### src/rtl/adda_capture_sequencer.sv
// J2 ADC/DAC sequencer: divided conversion clocks, DAC passthrough, triggered capture buffer and stream readout.
// Optional build macro ADDA_FORCE_TRIG_EN adds i_force_trig to force a trigger while armed.
module adda_capture_sequencer #(
    parameter int DIV_W      = 8,
    parameter int DEPTH_LOG2 = 6,
    parameter int DATA_W     = 8
) (
    input  logic              i_clk,
    input  logic              i_rst_n,
    input  logic [DIV_W-1:0]  i_div,
    input  logic              i_arm,
    input  logic [DATA_W-1:0] i_trig_level,
    input  logic [DATA_W-1:0] i_ad_data,
`ifdef ADDA_FORCE_TRIG_EN
    input  logic              i_force_trig,
`endif
    output logic              o_ad_clk,
    output logic              o_da_clk,
    output logic [DATA_W-1:0] o_da_data,
    output logic [1:0]        o_state,
    output logic              o_done,
    output logic [DATA_W-1:0] o_rd_data,
    output logic              o_rd_valid,
    input  logic              i_rd_ready
);

    localparam logic [1:0] ST_IDLE    = 2'd0;
    localparam logic [1:0] ST_ARMED   = 2'd1;
    localparam logic [1:0] ST_CAPTURE = 2'd2;
    localparam logic [1:0] ST_DONE    = 2'd3;
    localparam int         DEPTH      = 1 << DEPTH_LOG2;

    logic [DIV_W-1:0]      period;
    logic [DIV_W-1:0]      div_cnt_q, div_cnt_d;
    logic                  tick, ad_clk_d;
    logic                  ad_clk_q, da_clk_q;
    logic [DATA_W-1:0]     sample_q, prev_q, da_data_q;
    logic                  sample_vld_q;
    logic [1:0]            state_q, state_d;
    logic [DEPTH_LOG2-1:0] wr_ptr_q, wr_ptr_d, wr_addr;
    logic                  wr_en;
    logic [DEPTH_LOG2:0]   rd_ptr_q, rd_ptr_d;
    logic                  rd_valid_q, rd_valid_d, rd_fetch;
    logic [DATA_W-1:0]     rd_data_q;
    logic                  level_trig, force_hit, trig;
    logic [DATA_W-1:0]     mem [DEPTH];

    // A period below 2 is clamped; the >= wrap recovers if i_div shrinks under the running count.
    assign period    = (i_div == '0) ? DIV_W'(1) : i_div;
    assign tick      = (div_cnt_q >= period);
    assign div_cnt_d = tick ? '0 : div_cnt_q + DIV_W'(1);
    assign ad_clk_d  = (div_cnt_d <= (period >> 1));

    assign level_trig = (prev_q < i_trig_level) && (sample_q >= i_trig_level);
    assign trig       = level_trig | force_hit;

`ifdef ADDA_FORCE_TRIG_EN
    logic force_pend_q, force_pend_d;

    assign force_hit    = force_pend_q | i_force_trig;
    assign force_pend_d = (state_q == ST_ARMED && state_d == ST_ARMED) ? force_hit : 1'b0;

    always_ff @(posedge i_clk or negedge i_rst_n) begin
        if (!i_rst_n) force_pend_q <= 1'b0;
        else          force_pend_q <= force_pend_d;
    end
`else
    assign force_hit = 1'b0;
`endif

    always_comb begin
        state_d    = state_q;
        wr_ptr_d   = wr_ptr_q;
        wr_en      = 1'b0;
        wr_addr    = wr_ptr_q;
        rd_ptr_d   = rd_ptr_q;
        rd_valid_d = rd_valid_q;
        rd_fetch   = 1'b0;
        case (state_q)
            ST_IDLE: begin
                if (i_arm) begin
                    state_d  = ST_ARMED;
                    wr_ptr_d = '0;
                end
            end
            ST_ARMED: begin
                if (i_arm) begin
                    wr_ptr_d = '0;
                end else if (sample_vld_q && trig) begin
                    wr_en    = 1'b1;
                    wr_addr  = '0;
                    wr_ptr_d = DEPTH_LOG2'(1);
                    state_d  = ST_CAPTURE;
                end
            end
            ST_CAPTURE: begin
                if (i_arm) begin
                    state_d  = ST_ARMED;
                    wr_ptr_d = '0;
                end else if (sample_vld_q) begin
                    wr_en    = 1'b1;
                    wr_ptr_d = wr_ptr_q + DEPTH_LOG2'(1);
                    if (wr_ptr_q == '1) state_d = ST_DONE;
                end
            end
            default: begin
                // First DONE cycle prefetches entry 0; rd_ptr bit DEPTH_LOG2 marks all entries fetched.
                if (!rd_valid_q) begin
                    rd_fetch   = 1'b1;
                    rd_valid_d = 1'b1;
                    rd_ptr_d   = (DEPTH_LOG2 + 1)'(1);
                end else if (i_rd_ready) begin
                    if (rd_ptr_q[DEPTH_LOG2]) begin
                        rd_valid_d = 1'b0;
                        rd_ptr_d   = '0;
                        state_d    = ST_IDLE;
                    end else begin
                        rd_fetch = 1'b1;
                        rd_ptr_d = rd_ptr_q + (DEPTH_LOG2 + 1)'(1);
                    end
                end
            end
        endcase
    end

    // NOTE: state registers use non-blocking assignments so every flop samples pre-edge values.
    always_ff @(posedge i_clk or negedge i_rst_n) begin
        if (!i_rst_n) begin
            div_cnt_q    <= '0;
            ad_clk_q     <= 1'b0;
            da_clk_q     <= 1'b1;
            sample_q     <= '0;
            sample_vld_q <= 1'b0;
            prev_q       <= '0;
            da_data_q    <= '0;
            state_q      <= ST_IDLE;
            wr_ptr_q     <= '0;
            rd_ptr_q     <= '0;
            rd_valid_q   <= 1'b0;
            rd_data_q    <= '0;
        end else begin
            div_cnt_q    <= div_cnt_d;
            ad_clk_q     <= ad_clk_d;
            da_clk_q     <= ~ad_clk_d;
            sample_vld_q <= tick;
            if (tick) sample_q <= i_ad_data;
            if (sample_vld_q) begin
                prev_q    <= sample_q;
                da_data_q <= sample_q;
            end
            state_q    <= state_d;
            wr_ptr_q   <= wr_ptr_d;
            rd_ptr_q   <= rd_ptr_d;
            rd_valid_q <= rd_valid_d;
            if (rd_fetch) rd_data_q <= mem[rd_ptr_q[DEPTH_LOG2-1:0]];
        end
    end

    // NOTE: the buffer has no reset; it is always fully written before DONE lets it be read.
    always_ff @(posedge i_clk) begin
        if (wr_en) mem[wr_addr] <= sample_q;
    end

    assign o_ad_clk   = ad_clk_q;
    assign o_da_clk   = da_clk_q;
    assign o_da_data  = da_data_q;
    assign o_state    = state_q;
    assign o_done     = (state_q == ST_DONE);
    assign o_rd_data  = rd_data_q;
    assign o_rd_valid = rd_valid_q;

endmodule

### config.mk
export PLATFORM = sky130hd
export DESIGN_NAME = adda_capture_sequencer
export DESIGN_NICKNAME = d
export VERILOG_FILES = /design/src/rtl/adda_capture_sequencer.sv
export SDC_FILE = /design/constraint.sdc
export NUM_CORES = 1
export LEC_CHECK = 0
export ABC_CLOCK_PERIOD_IN_PS = 7500
export CORE_MARGIN = 10
export CORE_UTILIZATION = 50
export DETAILED_ROUTE_END_ITERATION = 12
export HOLD_SLACK_MARGIN = 0.05
export PLACE_DENSITY = 0.73
export SLEW_MARGIN = 20
export SYNTH_ARGS = -nofsm -noshare
export SYNTH_HDL_FRONTEND = slang
export SYNTH_SLANG_ARGS = --single-unit
export TNS_END_PERCENT = 30
### constraint.sdc
create_clock -name i_clk -period 7.5 [get_ports i_clk]
set_clock_uncertainty 0.05 [all_clocks]
set_input_delay 0.75 -clock i_clk [delete_from_list [all_inputs] [get_ports i_clk]]
set_output_delay 0.75 -clock i_clk [all_outputs]
set_load 0.005 [all_outputs]
Word-level counts from Yosys, hierarchy flattened

Memories as Yosys holds them, arrays and structs flattened. A register that Yosys moved wholly into a read port is not among the register bits.
Cells that the tools add are included.

Input bits: 28
Register bits after elaboration: 43
RAM bits: 512
Word-level logic and storage cells: 81
Memories kept: 1
Output and inout bits: 22
Memory bits (read-only): 0
Bits in latches: 0

Equal/unequal tests: 11
Multiply operators: 0
Reduce and logical (&&, ||, !) cells: 13
Shifts and indexed selects: 0
Div/mod/pow operators: 0
Bitwise gates (word level): 2
Mux-type cells: 37
Add/sub/neg operators: 3
Order comparisons: 4

Memories:

| memory | words | width | read ports | clocked after memory_dff | write ports | line | text |
|---|---|---|---|---|---|---|---|
| mem    | 64    | 8     | 1          | 1                        | 1           | 46   | `logic [DATA_W-1:0] mem [DEPTH];` |

Operators with widths:

| operator              | count |
|---|---|
| $mux W6               | 8 |
| $mux W7               | 3 |
| $mux W2               | 9 |
| $pmux W6 S3           | 1 |
| $ge A8 B8 Y1          | 2 |
| $mux W8               | 2 |
| $mux W1               | 12 |
| $reduce_bool A4 Y1    | 3 |
| $ne A3 B3 Y1 const B  | 3 |
| $add A8 B1 Y8 const B | 1 |
| $le A8 B7 Y1          | 1 |
| $logic_not A8 Y1      | 1 |
| $lt A8 B8 Y1          | 1 |
| $ne A2 B2 Y1 const B  | 4 |
| $reduce_and A8 Y1     | 1 |
| $add A7 B1 Y7 const B | 1 |
| $add A6 B1 Y6 const B | 1 |
| $eq A6 B6 Y1 const B  | 1 |
| $pmux W2 S3           | 1 |
| $eq A2 B2 Y1 const B  | 2 |
| $reduce_and A4 Y1     | 1 |
| $reduce_bool A3 Y1    | 1 |
| $reduce_or A3 Y1      | 1 |
| $eq A2 B1 Y1 const B  | 1 |
| 6 further kinds       | 8 |

Longest topological paths before layout

Gate-level depths: netlist of run 1.

Depth in word-level cells: 8
Gate-level depth with buffers: 17
Mapped depth without buffers: 16

Worst setup path before layout of run 1

No wires, ideal clock.

Kind: reg2reg
From: register sample_q[0]
To: memory mem[60][0], enable pin
Path slack: 3891 ps
Required time: 7079 ps
Arrival time: 3189 ps
Cell stages (with the launch flop): 10
Cells stage by stage: dfrtp_1 -> inv_1 -> ha_1 -> nor3b_1 -> o21ai_0 -> a21oi_1 -> o311ai_2 -> or4b_1 -> clkbuf_1 -> nor2_1

Cells in the longest elaborated chain, start to end: 8
Elaborated cells on any way between the ends: 11
Those cells by class: order compare (1); mux (8); reduce/logical (2)

Ends and longest elaborated chain:

| item                          | line | text |
|---|---|---|
| start: declaration            | 37   | `logic [DATA_W-1:0] sample_q, prev_q, da_data_q;` |
| start signal: assignment      | 146  | `if (tick) sample_q <= i_ad_data;` |
| $ge A8 B8 Y1 *                | 54   | `assign level_trig = (prev_q < i_trig_level) && (sample_q >= i_trig_level);` |
| $logic_and A1 B1 Y1 *         | 54   |  |
| $logic_and A1 B1 Y1 *         | 89   | `end else if (sample_vld_q && trig) begin` |
| $mux W1                       | 89   |  |
| $mux W1                       | 87   | `if (i_arm) begin` |
| $pmux W1 S2                   | 79   | `case (state_q)` |
| $mux W1                       | 161  | `if (wr_en) mem[wr_addr] <= sample_q;` |
| $mux W1 (implied by the code) | 161  |  |
| end: declaration              | 46   |  |

Mark *: on every way between the ends. The rest lies on a longest branch, timed or not.

Final worst setup path of run 1

From: input i_trig_level[1]
To: memory mem[17][4], enable pin

Cells in the longest elaborated chain, start to end: 8
Elaborated cells on any way between the ends: 12
Those cells by class: order compare (2); mux (8); reduce/logical (2)

Ends and longest elaborated chain:

| item                                                | line | text |
|---|---|---|
| start: declaration                                  | 12   | `input logic [DATA_W-1:0] i_trig_level,` |
| $lt A8 B8 Y1 / $ge A8 B8 Y1 (equally long branches) | 54   |  |
| $logic_and A1 B1 Y1 *                               | 54   |  |
| $logic_and A1 B1 Y1 *                               | 89   |  |
| $mux W1                                             | 89   |  |
| $mux W1                                             | 87   |  |
| $pmux W1 S2                                         | 79   |  |
| $mux W1                                             | 161  |  |
| $mux W1 (implied by the code)                       | 161  |  |

Marked as above.

==> qor.log, run 1 <==
qor: placement.place_area 23990 um2
qor: die.boundaryPins 50
qor: critical_path.peak_fanout_along_the_critical_path 8
qor: sta.post-route-min-period 3.847 ns
qor: layout.fillerInstances 3339
qor: yosys.synthesis.area 22950 um2
qor: yosys.synth_seq_area_share 0.7256
qor: layout.layout.nets 1335
qor: sta.worst_slack 3.653 ns
qor: yosys.number_of_enable_type_register_cells_in_the_synthesized_netlist 512
qor: yosys.synth-main-ff-cell sky130_fd_sc_hd__edfxtp_1
qor: layout.area_growth 12.31%
qor: layout.insertedDiodeCount 0
qor: yosys.mean_cell_area_of_the_mapped_netlist 18.90 um2
qor: die.starting_utilization_of_the_core_area 0.5057
qor: clocking.clk-insertion-delay-late 0.59 ns
qor: clocking.ctsLongestPathBuffers 3
qor: placement.post-place-ws 3.133 ns
qor: sta.setup_viol 0
qor: die.std_cell_rows 78
qor: yosys.post_synth_inst_count 1214
qor: global_route.global_route_wire_length_before_repair 75.60 mm
qor: yosys.netlist_top_cells_area sky130_fd_sc_hd__edfxtp_1 (67%), sky130_fd_sc_hd__mux4_2 (13%), sky130_fd_sc_hd__dfrtp_1 (5.5%), sky130_fd_sc_hd__ha_1 (2.0%), sky130_fd_sc_hd__mux2i_1 (1.9%)
qor: critical_path.reg2reg_setup_slack 3.84 ns
qor: critical_path.timing.critical_path.to_type flip-flop
qor: drt.drtPass1Iterations 5
qor: clocking.post_cts_resize_count 0
qor: critical_path.cp_data_arrival_time 4.02 ns
qor: yosys.synth_common_cells sky130_fd_sc_hd__edfxtp_1 (512), sky130_fd_sc_hd__mux4_2 (134), sky130_fd_sc_hd__nor2_1 (104)
qor: layout.regArea 16670 um2
qor: hold_path.hp-class input port to async pin
qor: sta.timing.fmax 259.9 MHz
qor: yosys.synthDominantCellAreaShare 0.6699
qor: clocking.clock_tree_from_tritoncts done
qor: drt.route.detailed.vias_per_inst 6.023
qor: yosys.synthArstFlopShare 0.09059
qor: global_route.gr-total-overflow 0
qor: clocking.clock_tree.htree_level_count 2
qor: yosys.ys_warn_count 0
qor: drt.drc 0
qor: die.floorplan.die.width 234.2 um
qor: yosys.yosys_register_bits 563
qor: layout.layoutNonFillerInstCount 1913
qor: global_route.globalRouteTotalUtil 0.1859
qor: placement.place.detailed.hpwl 30.49 mm
qor: sta.final.setup.tns 0 ns
qor: yosys.synth_area_leader_cell sky130_fd_sc_hd__edfxtp_1
qor: sta.tightest_slew 1.097 ns
qor: layout.multi_input_area 5862 um2
qor: power_and_ir_drop.vdd.ir_drop.worst 0.4775 mV
qor: yosys.syn-num-nets 1279
qor: layout.fin_area 25770 um2
qor: sta.timing.final.hold_violations 0
qor: sta.grt_setup_unrepaired no
qor: clocking.cts_root_buf sky130_fd_sc_hd__clkbuf_16
qor: critical_path.critical_path_type input port to flip-flop
qor: die.core 45380 um2
qor: drt.dr_wl_cell 25.98 um
qor: global_route.grt_start_max_net_pins 75
qor: placement.port_buffers 49
qor: clocking.numCtsBuffers 54
qor: status.run_status finished, final reports clean
qor: critical_path.startpoint_type input port
qor: placement.place.detailed.instances 1814
qor: sta.min_period_over_period 0.5129
qor: drt.vias 11520
qor: job.cap_violations 0
qor: sta.slew_headroom 0.2685
qor: clocking.cts_num_sinks 563
qor: clocking.cts_hold_buf 0
qor: yosys.synthDistinctLibCells 58
qor: sta.report.final.slew_viol_count 0
qor: power_and_ir_drop.static-leakage-power 8.429 nW
qor: drt.initial_drc_count 1361
qor: power_and_ir_drop.power_density 375.7 nW/um2
qor: power_and_ir_drop.p_total 9.683 mW
qor: yosys.synthMostInstantiatedCell sky130_fd_sc_hd__edfxtp_1
qor: global_route.grt_antenna_before_repair 0
qor: drt.postRouteAntennaNets 0
qor: global_route.grt_pass1_vias 11710
qor: layout.layout-drive-gt1-share 0.2034
qor: drt.route.final.wire_length 49.71 mm
qor: clocking.cts_post_setup_buffers_inserted 0
qor: layout.final_core_utilization 0.5680
qor: die.die-area 54870 um2
qor: sta.hold_ws 0.2281 ns
qor: placement.globalplace.congestion 0.8543
qor: critical_path.worstPathRequired 7.67 ns
qor: clocking.clk_pin_slew_worst_paths 0.06 ns
qor: die.die_h 234.2 um
[area by class of cell]
cell class / instances / area share
Timing Repair Buffer: 65 / 0.02350
Inverter: 27 / 0.003932
Sequential cell: 563 / 0.6468
Clock inverter: 34 / 0.01272
Tap cell: 600 / 0.02913
Multi-Input combinational cell: 559 / 0.2274
Clock buffer: 65 / 0.05651
[worst paths after layout]
path / from / end / cells past startpoint
setup / recovery: i_trig_level[1] / mem[17][4] / 9
hold / removal: i_rst_n / div_cnt_q[7] / 2
setup reg to reg: o_state[0] / mem[17][4] / 7
hold reg to reg: div_cnt_q[0] / div_cnt_q[0] / 1
max in group asynchronous: i_rst_n / rd_ptr_q[1] / 2
min in group i_clk: div_cnt_q[0] / div_cnt_q[0] / 1
[routing by layer]
metal,up-vias,track usage,wire length (um)
met5,-,0,0
met3,72,0.03880,4053
met4,0,0.06370,1293
met1,5919,0.2555,20370
li1,5000,-,-
met2,531,0.2925,23990
[where the power goes]
group	leakage (nW)	switching [mW]	total (mW)	internal, mW
clock network	0.862	1.13	2.72	1.59
registers	5.23	0.294	4.27	3.98
logic	2.34	1.52	2.69	1.17
[logic make-up after synthesis]
logic type	after synthesis	share of synthesized area
adder cells (fa/ha/maj)	37	0.02017
multiplexers	197	0.1600
flip-flops	563	0.7256
XOR/XNOR	6	0.002290
buffers and inverters	92	0.01897
AND/OR/NAND/NOR	203	0.04018
AO/OA/AOI/OAI	116	0.03277
[flip-flops by register name, indices dropped and copies added, names as in the netlist]
signal and flops:
o_rd_valid 1, wr_ptr_q 6, o_da_clk 1, o_da_data 8
o_state 2, div_cnt_q 8, o_ad_clk 1, o_rd_data 8
sample_vld_q 1, mem 512, sample_q 8, rd_ptr_q 7
[critical path, stage by stage]
cell and delay [ns]:
sky130_fd_sc_hd__clkdlybuf4s50_1 0.45, sky130_fd_sc_hd__inv_1 0.06, sky130_fd_sc_hd__ha_1 0.29, sky130_fd_sc_hd__o21ai_0 0.17, sky130_fd_sc_hd__o21ai_0 0.12, sky130_fd_sc_hd__a21oi_1 0.36
sky130_fd_sc_hd__o311ai_2 0.21, sky130_fd_sc_hd__or4b_1 0.91, sky130_fd_sc_hd__nor2_1 0.69
[cell usage in the layout (no fill, tap or decap), drive strengths merged, types with 4 or more instances in the layout]
cell and instances:
clkbuf 65, nand3 12, bufinv 6, buf 17
a31oi 4, mux4 134, clkinv 22, nor2 104
edfxtp 512, clkdlybuf4s50 48, or2 4, mux2i 44
clkinvlp 5, o31ai 7, ha 37, nor2b 6
and2 4, inv 28, a22oi 16, nand2 39
mux2 19, o21ai 36, a21oi 23, dfrtp 50
o32ai 4, nand2b 10
(Power assumes the default switching activity.)
==> inputs of run 2 (changes only) <==
ABC_CLOCK_PERIOD_IN_PS = 3900   (was 7500)
clock period = 3.9 ns   (was 7.5 ns; I/O delays follow)
==> qor.log, run 2 (synthesis gave the netlist of run 1 again) <==
qor: status.run_status finished, final reports clean
qor: layout.layout.nets 1428 [+7.0%]
qor: power_and_ir_drop.power_density 705.4 nW/um2 [+88%]
qor: die.starting_utilization_of_the_core_area 0.5057 [unchanged]
qor: die.floorplan.die.width 234.2 um [unchanged]
qor: placement.place_area 24700 um2 [+3.0%]
qor: drt.drc 0 [unchanged]
qor: global_route.gr-total-overflow 0 [unchanged]
qor: power_and_ir_drop.vdd.ir_drop.worst 0.9511 mV [+99%]
qor: sta.tightest_slew 0.9195 ns [-0.1778 ns]
qor: critical_path.path_cells inv_1, ha_1, nor3b_1, o21ai_0, a21oi_1, o311ai_2, or3_1, nor2_1, buf_4
qor: clocking.ctsLongestPathBuffers 3 [unchanged]
qor: placement.port_buffers 49 [unchanged]
qor: sta.hold_ws 0.3533 ns [+0.1252 ns]
qor: critical_path.timing.rr.start sample_q[0]
qor: clocking.post_cts_resize_count 0 [unchanged]
qor: clocking.clock_tree_from_tritoncts done
qor: global_route.grt_pass1_vias 12270 [+4.8%]
qor: clocking.numCtsBuffers 55 [+1.9%]
qor: layout.area_growth 15.42%
qor: sta.timing.final.hold_violations 0 [unchanged]
qor: critical_path.peak_fanout_along_the_critical_path 8 [unchanged]
qor: sta.final.setup.tns 0 ns [unchanged]
qor: drt.route.final.wire_length 50.74 mm [+2.1%]
qor: sta.min_period_over_period 0.8268
qor: drt.route.detailed.vias_per_inst 5.982 [-0.69%]
qor: critical_path.startpoint_type flip-flop
qor: drt.initial_drc_count 1362 [+0.073%]
qor: layout.flip_flop_count_of_the_largest_register_after_layout 512 [unchanged]
qor: die.boundaryPins 50 [unchanged]
qor: critical_path.cp_data_arrival_time 3.48 ns [-0.54 ns]
qor: layout.final_core_utilization 0.5837 [+0.01574]
qor: placement.globalplace.congestion 0.8526 [-0.20%]
qor: clocking.clk-insertion-delay-late 0.60 ns [about the same]
qor: power_and_ir_drop.p_total 18.68 mW [+93%]
qor: sta.report.final.slew_viol_count 0 [unchanged]
qor: clocking.cts_num_sinks 563 [unchanged]
qor: die.die_h 234.2 um [unchanged]
qor: critical_path.cp_slowest_cell sky130_fd_sc_hd__or3_1
qor: hold_path.hold_path_startpoint i_ad_data[5]
qor: sta.grt_setup_unrepaired no
qor: placement.place.detailed.hpwl 31.60 mm [+3.7%]
qor: drt.vias 12000 [+4.1%]
qor: sta.post-route-min-period 3.225 ns
qor: layout.regMostFlops mem
qor: drt.drtPass1Iterations 5 [unchanged]
qor: clocking.clk_pin_slew_worst_paths 0.06 ns [about the same]
qor: layout.multi_input_area 5862 um2 [unchanged]
qor: die.die-area 54870 um2 [unchanged]
qor: critical_path.critPathMaxStageDelay 0.66 ns [-0.25 ns]
qor: drt.postRouteAntennaNets 0 [unchanged]
qor: clocking.cts_root_buf sky130_fd_sc_hd__clkbuf_16
qor: global_route.grt_start_max_net_pins 72 [-4.0%]
qor: sta.setup_viol 0 [unchanged]
qor: global_route.globalRouteTotalUtil 0.1889 [+0.003054]
qor: die.std_cell_rows 78 [unchanged]
qor: global_route.grt_antenna_before_repair 0 [unchanged]
qor: layout.fin_area 26490 um2 [+2.8%]
qor: layout.layout_commonest_cell sky130_fd_sc_hd__edfxtp_1
qor: layout.regArea 16670 um2 [unchanged]
qor: layout.insertedDiodeCount 0 [unchanged]
qor: clocking.cts_post_setup_buffers_inserted 0 [unchanged]
qor: critical_path.timing.critical_path.to_type flip-flop
qor: critical_path.reg2reg_setup_slack 0.68 ns [-3.16 ns]
qor: drt.dr_wl_cell 25.30 um [-2.7%]
qor: critical_path.worstPathRequired 4.15 ns [-3.52 ns]
qor: sta.timing.fmax 310.1 MHz
qor: layout.fillerInstances 3269 [-2.1%]
qor: critical_path.critical_path.startpoint sample_q[0]
qor: layout.layout-drive-gt1-share 0.2560 [+0.05269]
qor: critical_path.critical_path_type flip-flop to flip-flop
qor: clocking.clock_tree.htree_level_count 2 [unchanged]
qor: global_route.global_route_wire_length_before_repair 77.15 mm [+2.1%]
qor: sta.slew_headroom 0.3870 [+0.1185]
qor: layout.layout_common_cells sky130_fd_sc_hd__edfxtp_1 (512), sky130_fd_sc_hd__mux4_2 (134), sky130_fd_sc_hd__nor2_1 (104)
qor: power_and_ir_drop.static-leakage-power 8.933 nW [+6.0%]
qor: job.cap_violations 0 [unchanged]
qor: hold_path.hp-class input port to flip-flop
qor: die.core 45380 um2 [unchanged]
[run 2: cell count changes in the layout (fill, tap and decap cells not counted), moves of 3 or more]
cell                         before  now
sky130_fd_sc_hd__buf_12           0    4
sky130_fd_sc_hd__clkinvlp_4       5    2
sky130_fd_sc_hd__clkbuf_8         0    7
sky130_fd_sc_hd__clkinv_1        12    5
sky130_fd_sc_hd__buf_4           16  103
sky130_fd_sc_hd__clkbuf_1         8   14
[run 2: worst paths after layout]
check	endpoint	depth (start not counted)
min in group asynchronous	sample_vld_q	2
max in group asynchronous	rd_ptr_q[1]	3
worst max register to register	mem[29][7]	9
worst min register to register	div_cnt_q[0]	1
worst min-delay path	sample_q[5]	2
worst max-delay path	mem[29][7]	9
[run 2: area by class of cell]
type / count / area share
clock buffer: 76 / 0.05758
clock inverter: 24 / 0.008691
tap: 600 / 0.02834
timing repair buffer: 157 / 0.05092
sequential: 563 / 0.6294
multi-input combinational: 559 / 0.2213
inverter: 27 / 0.003826
[run 2: timing repair]
item                                    CTS  global route
endpoints found under the setup margin    0             0
hold buffers                              1             0
hold endpoints to repair                 34             0
[run 2: stage by stage]
stage	worst slack (ns)	instances
detailed placement	0.1398	1904
global route	0.4303	2006
floorplan	0.2906	1214
finish	0.6753	2006
global placement	0.1955	1904
CTS	0.7003	2005
[run 2: where the power goes]
group          switching, mW  total, mW  internal, mW
sequential             0.461       8.12          7.66
combinational           3.08       5.40          2.33
clock                   2.17       5.16          2.99
[run 2: worst max-delay path, delay by kind of cell (launching register included)]
family | cells | cell delay (ns)
AOI/OAI and AO/OA | 3 | 0.76
DFF | 1 | 0.41
adders and majority gates | 1 | 0.25
and+or+nand+nor | 3 | 1.10
buffers and inverters | 2 | 0.35
[run 2: metal layers]
layer | up-vias | wire length [um] | global-route usage
li1 | 5162 | - | -
met1 | 6259 | 20620 | 0.2571
met2 | 492 | 24650 | 0.2990
met3 | 86 | 3939 | 0.03807
met4 | 0 | 1533 | 0.06954
met5 | - | 0 | 0
==> RTL edit 1 (config.mk and constraints of run 2) <==
Change the parameter `DATA_W` from 8 to 12.
--- a/src/rtl/adda_capture_sequencer.sv
+++ b/src/rtl/adda_capture_sequencer.sv
@@ -5,3 +5,3 @@
     parameter int DEPTH_LOG2 = 6,
-    parameter int DATA_W     = 8
+    parameter int DATA_W     = 12
 ) (
Ports: changed (resized i_ad_data, i_trig_level, o_da_data and o_rd_data); port bits go from 50 to 66. The function was not compared with the original's and may differ.
==> RTL edit 1 against run 2 <==
Clock power increased by 48%. Setup slack worse by 260 ps. Sequential cell count grew 268. Count of clock-buffer cells in the layout is 38 higher. Synthesized area is 46% higher. Sequential power up 45%. Non-clock buffer count is 23 higher. Cell count is 40% higher. Design area rose by 45%. Wire length is 48% higher. Total power grew 42%. Largest cell class unchanged. Highest routed layer unchanged.
==> RTL edit 1: results <==
group,metric,value,unit
run_status,outcome,"completed",
grt,grt_use_met3,3.62,%
routing,met2RoutedLength,38200,um
placed_design,dpl.cell_count,2656,
cts,cts_buffer_depth,3,
finish,largest_register_ffs,768,
cts,root_buffer,"sky130_fd_sc_hd__clkbuf_16",
worst_setup_path,slowest_cp_cell,"sky130_fd_sc_hd__nor2_1",
worst_setup_path,worst-path-max-fanout,12,
timing,timing_worst_slew_pin_value,1110,ps
routing,number_of_search_and_repair_iterations_in_the_first_detailed_routing_pass,6,
synthesis,synth.lib_cells_used.distinct,63,
synthesis,synth_common_cells,"sky130_fd_sc_hd__edfxtp_1, sky130_fd_sc_hd__mux4_2, sky130_fd_sc_hd__nor2_1",
worst_setup_path,crit_path_max_incr_delay,870,ps
routing,drt_first_iter_violations,2019,
synthesis,synth_enable_flop_cells,768,
grt,grt_pass1_wl,113000,um
finish,ratio_of_cells_with_drive_above_1_in_the_final_layout,25.4,%
cts,clkSlewWorstSetupHoldPaths,60,ps
finish,stdcell_count,2804,
cts,clock_tree.htree_level_count,3,
worst_hold_path,worstHoldPathType,"in2async",
synthesis,synth.avg_cell_area,19.7,um^2
placed_design,place.port_buffers,65,
grt,track_usage,19.4,%
finish,layout.filler_cells,4639,
placed_design,place.detailed.hpwl,45800,um
synthesis,ys_async_sr_fraction,7.58,%
cts,cts_hold_buffers,1,
worst_setup_path,arrival,3670,ps
synthesis,syn-num-nets,1782,
pwr,power.leakage,12.5,nW
cts,clkLatencyLatePin,630,ps
cts,tritoncts.num_buffers,80,
synthesis,yosys_warnings,0,
finish,diodes,0,
cts,post-cts-setup-buffers,0,
synthesis,ys_seq_area_share,73.7,%
grt,grt_max_degree,67,
worst_setup_path,worst_path_dominant_cell_family,"simple AND/OR/NAND/NOR gates",
timing,final_hold_violations,0,
routing,route.met3.wl,5750,um
routing,drt-total-wl,74900,um
synthesis,synth_top_cells_by_area,"sky130_fd_sc_hd__edfxtp_1, sky130_fd_sc_hd__mux4_2, sky130_fd_sc_hd__dfrtp_1",
routing,vias_per_cell,6.11,
routing,wl_met1,28700,um
placed_design,finalWeightedCongestion,0.880,
cts,post_cts.resized_instances,0,
finish,final_nets,1956,
grt,use_met1,25.2,%
pwr,peakVddDrop,657,uV
grt,global_routing_met2_resource_utilization,32.6,%
routing,route.top_layer_used,"met4",
finish,regMostFlops,"mem",
grt,antenna_found_initial,0,
grt,grt_pass1_vias,17500,
## RTL edit 1: report_power, final
| part | switching [W] | leakage, nW | internal, W |
|---|---|---|---|
| clock | 0.00319 | 1.24 | 0.00443 |
| combinational | 0.00416 | 3.52 | 0.00302 |
| sequential | 0.000567 | 7.71 | 0.0112 |
## RTL edit 1: logic make-up after synthesis
group,after synthesis,synth area share [%]
AO/OA/AOI/OAI,174,3.54
multiplexers,265,15.2
AND/OR/NAND/NOR,260,3.79
XOR/XNOR,6,0.157
flip-flops,831,73.7
buffers and inverters,120,1.88
adder cells (fa/ha/maj),45,1.68
## RTL edit 1: cell type report
cell class	count	area share [%]
Timing Repair Buffer	180	4.22
Clock inverter	33	0.984
Sequential cell	831	64.4
Inverter	32	0.314
Multi-Input combinational cell	750	21.6
Tap cell	864	2.82
Clock buffer	114	5.70
## RTL edit 1: final timing paths
check,startpoint,to,slack [ps],cells after the start
setup / recovery,sample_q[7],mem[26][7],410,8
hold / removal,i_rst_n,o_rd_data[8],300,2
setup reg to reg,sample_q[7],mem[26][7],410,8
hold reg to reg,o_rd_data[10],o_rd_data[10],460,1
max in group asynchronous,i_rst_n,o_da_clk,2630,3
min in group i_clk,i_ad_data[11],sample_q[11],330,2
## RTL edit 1: through the flow
| stage | setup WS [ps] | TNS [ps] | instance area (um^2) | hold slack (ps) | util (%) |
|---|---|---|---|---|---|
| 2_1_floorplan | -339 | -42180 | 33400 | 44.4 | - |
| 3_3_place_gp | -102 | -3190 | 35700 | 401 | 54.1 |
| 3_5_place_dp | -166 | -5640 | 35700 | 405 | 54.1 |
| 4_1_cts | 323 | 0 | 38300 | 287 | 58.0 |
| 5_1_grt | 246 | 0 | 38300 | 316 | 58.0 |
| 6_report | 411 | 0 | 38300 | 297 | 58.0 |
==> RTL edit 2 (flow settings as in run 2) <==
Made on the original files. Add an input register stage for `i_div`, without a reset; this delays it by one clock. The other inputs are not delayed to match.
--- a/src/rtl/adda_capture_sequencer.sv
+++ b/src/rtl/adda_capture_sequencer.sv
@@ -32,2 +32,8 @@
 
+    logic [DIV_W-1:0] i_div_q;
+
+    always_ff @(posedge i_clk) begin
+        i_div_q <= i_div;
+    end
+
     logic [DIV_W-1:0]      period;
@@ -48,3 +54,3 @@
     // A period below 2 is clamped; the >= wrap recovers if i_div shrinks under the running count.
-    assign period    = (i_div == '0) ? DIV_W'(1) : i_div;
+    assign period    = (i_div_q == '0) ? DIV_W'(1) : i_div_q;
     assign tick      = (div_cnt_q >= period);
Check against the original RTL: not equivalent (a bounded check fails within 4 cycles, from zero or initial values and one cycle with i_rst_n low).
==> RTL edit 2 against run 2 <==
Synthesized area up 3.0%. Design area up 1.8%. Total power fell by 1.6%. Critical endpoint is now o_da_clk. Wire length grew 3.5%. Sequential cell count is 8 higher. Setup slack lost 260 ps. Critical path depth is 7 higher. Largest power group unchanged.
==> RTL edit 2: results <==
group,metric,value,unit
run_status,outcome,"completed",
grt,track_usage,18.8,%
placed_design,place.detailed.hpwl,32600,um
timing,slew_headroom,34.9,%
worst_hold_path,min_delay_path_depth,1,
synthesis,ys_seq_area_share,71.1,%
worst_setup_path,arrival,3970,ps
routing,number_of_search_and_repair_iterations_in_the_first_detailed_routing_pass,7,
finish,layout.filler_cells,3446,
grt,grt_max_degree,68,
synthesis,adder_and_majority_cell_fraction_of_the_synthesized_area,1.96,%
timing,part_of_the_cycle_the_worst_path_needs,89.3,%
pwr,power.leakage,8.82,nW
routing,via_count,12700,
synthesis,syn-num-nets,1388,
pwr,internal-power,0.0127,W
worst_hold_path,holdPathEnd,"i_div_q[2]",
routing,drt_first_iter_violations,1442,
worst_setup_path,worst-path-max-fanout,9,
timing,hold_ws,177,ps
routing,vias_per_cell,6.03,
synthesis,synth_top_cells_by_area,"sky130_fd_sc_hd__edfxtp_1, sky130_fd_sc_hd__mux4_2, sky130_fd_sc_hd__dfrtp_1",
worst_setup_path,reg2reg_depth,16,
synthesis,synth_common_cells,"sky130_fd_sc_hd__edfxtp_1, sky130_fd_sc_hd__mux4_2, sky130_fd_sc_hd__nor2_1",
worst_setup_path,worst_path_dominant_cell_family,"compound AO/OA/AOI/OAI gates",
placed_design,dpl.cell_count,2011,
placed_design,dp_slack,500,ps
placed_design,finalWeightedCongestion,0.884,
synthesis,synth.lib_cells_used.distinct,60,
worst_setup_path,ff2ff_setup_slack,420,ps
synthesis,synth_xor_area_share,0.222,%
RTL edit 2: per-layer routing:
layer | part of all wire [%] | global-route usage, % | vias to the layer above
li1 | - | - | 5608
met1 | 42 | 26.2 | 6463
met2 | 47 | 29.4 | 571
met3 | 8.2 | 3.42 | 84
met4 | 2.8 | 6.35 | 0
met5 | 0 | 0 | -
RTL edit 2: final cells by class:
cell class,instances,area (um^2),share of cell area [%]
clock buffer,77,1500,5.56
clock inverter,23,210,0.779
inverter,31,116,0.431
multi-input combinational,655,6300,23.3
sequential,571,16800,62.4
tap,607,759,2.82
timing repair buffer,148,1260,4.66
RTL edit 2: power groups by stage:
stage | clock [W] | combinational (W) | sequential [W]
after global routing | 0.00543 | 0.00561 | 0.00814
after floorplan | 0 | 0.00328 | 0.00839
after global placement | 0 | 0.00506 | 0.00822
after detailed placement | 0 | 0.00520 | 0.00823
after CTS | 0.00519 | 0.00522 | 0.00811
final | 0.00509 | 0.00518 | 0.00811
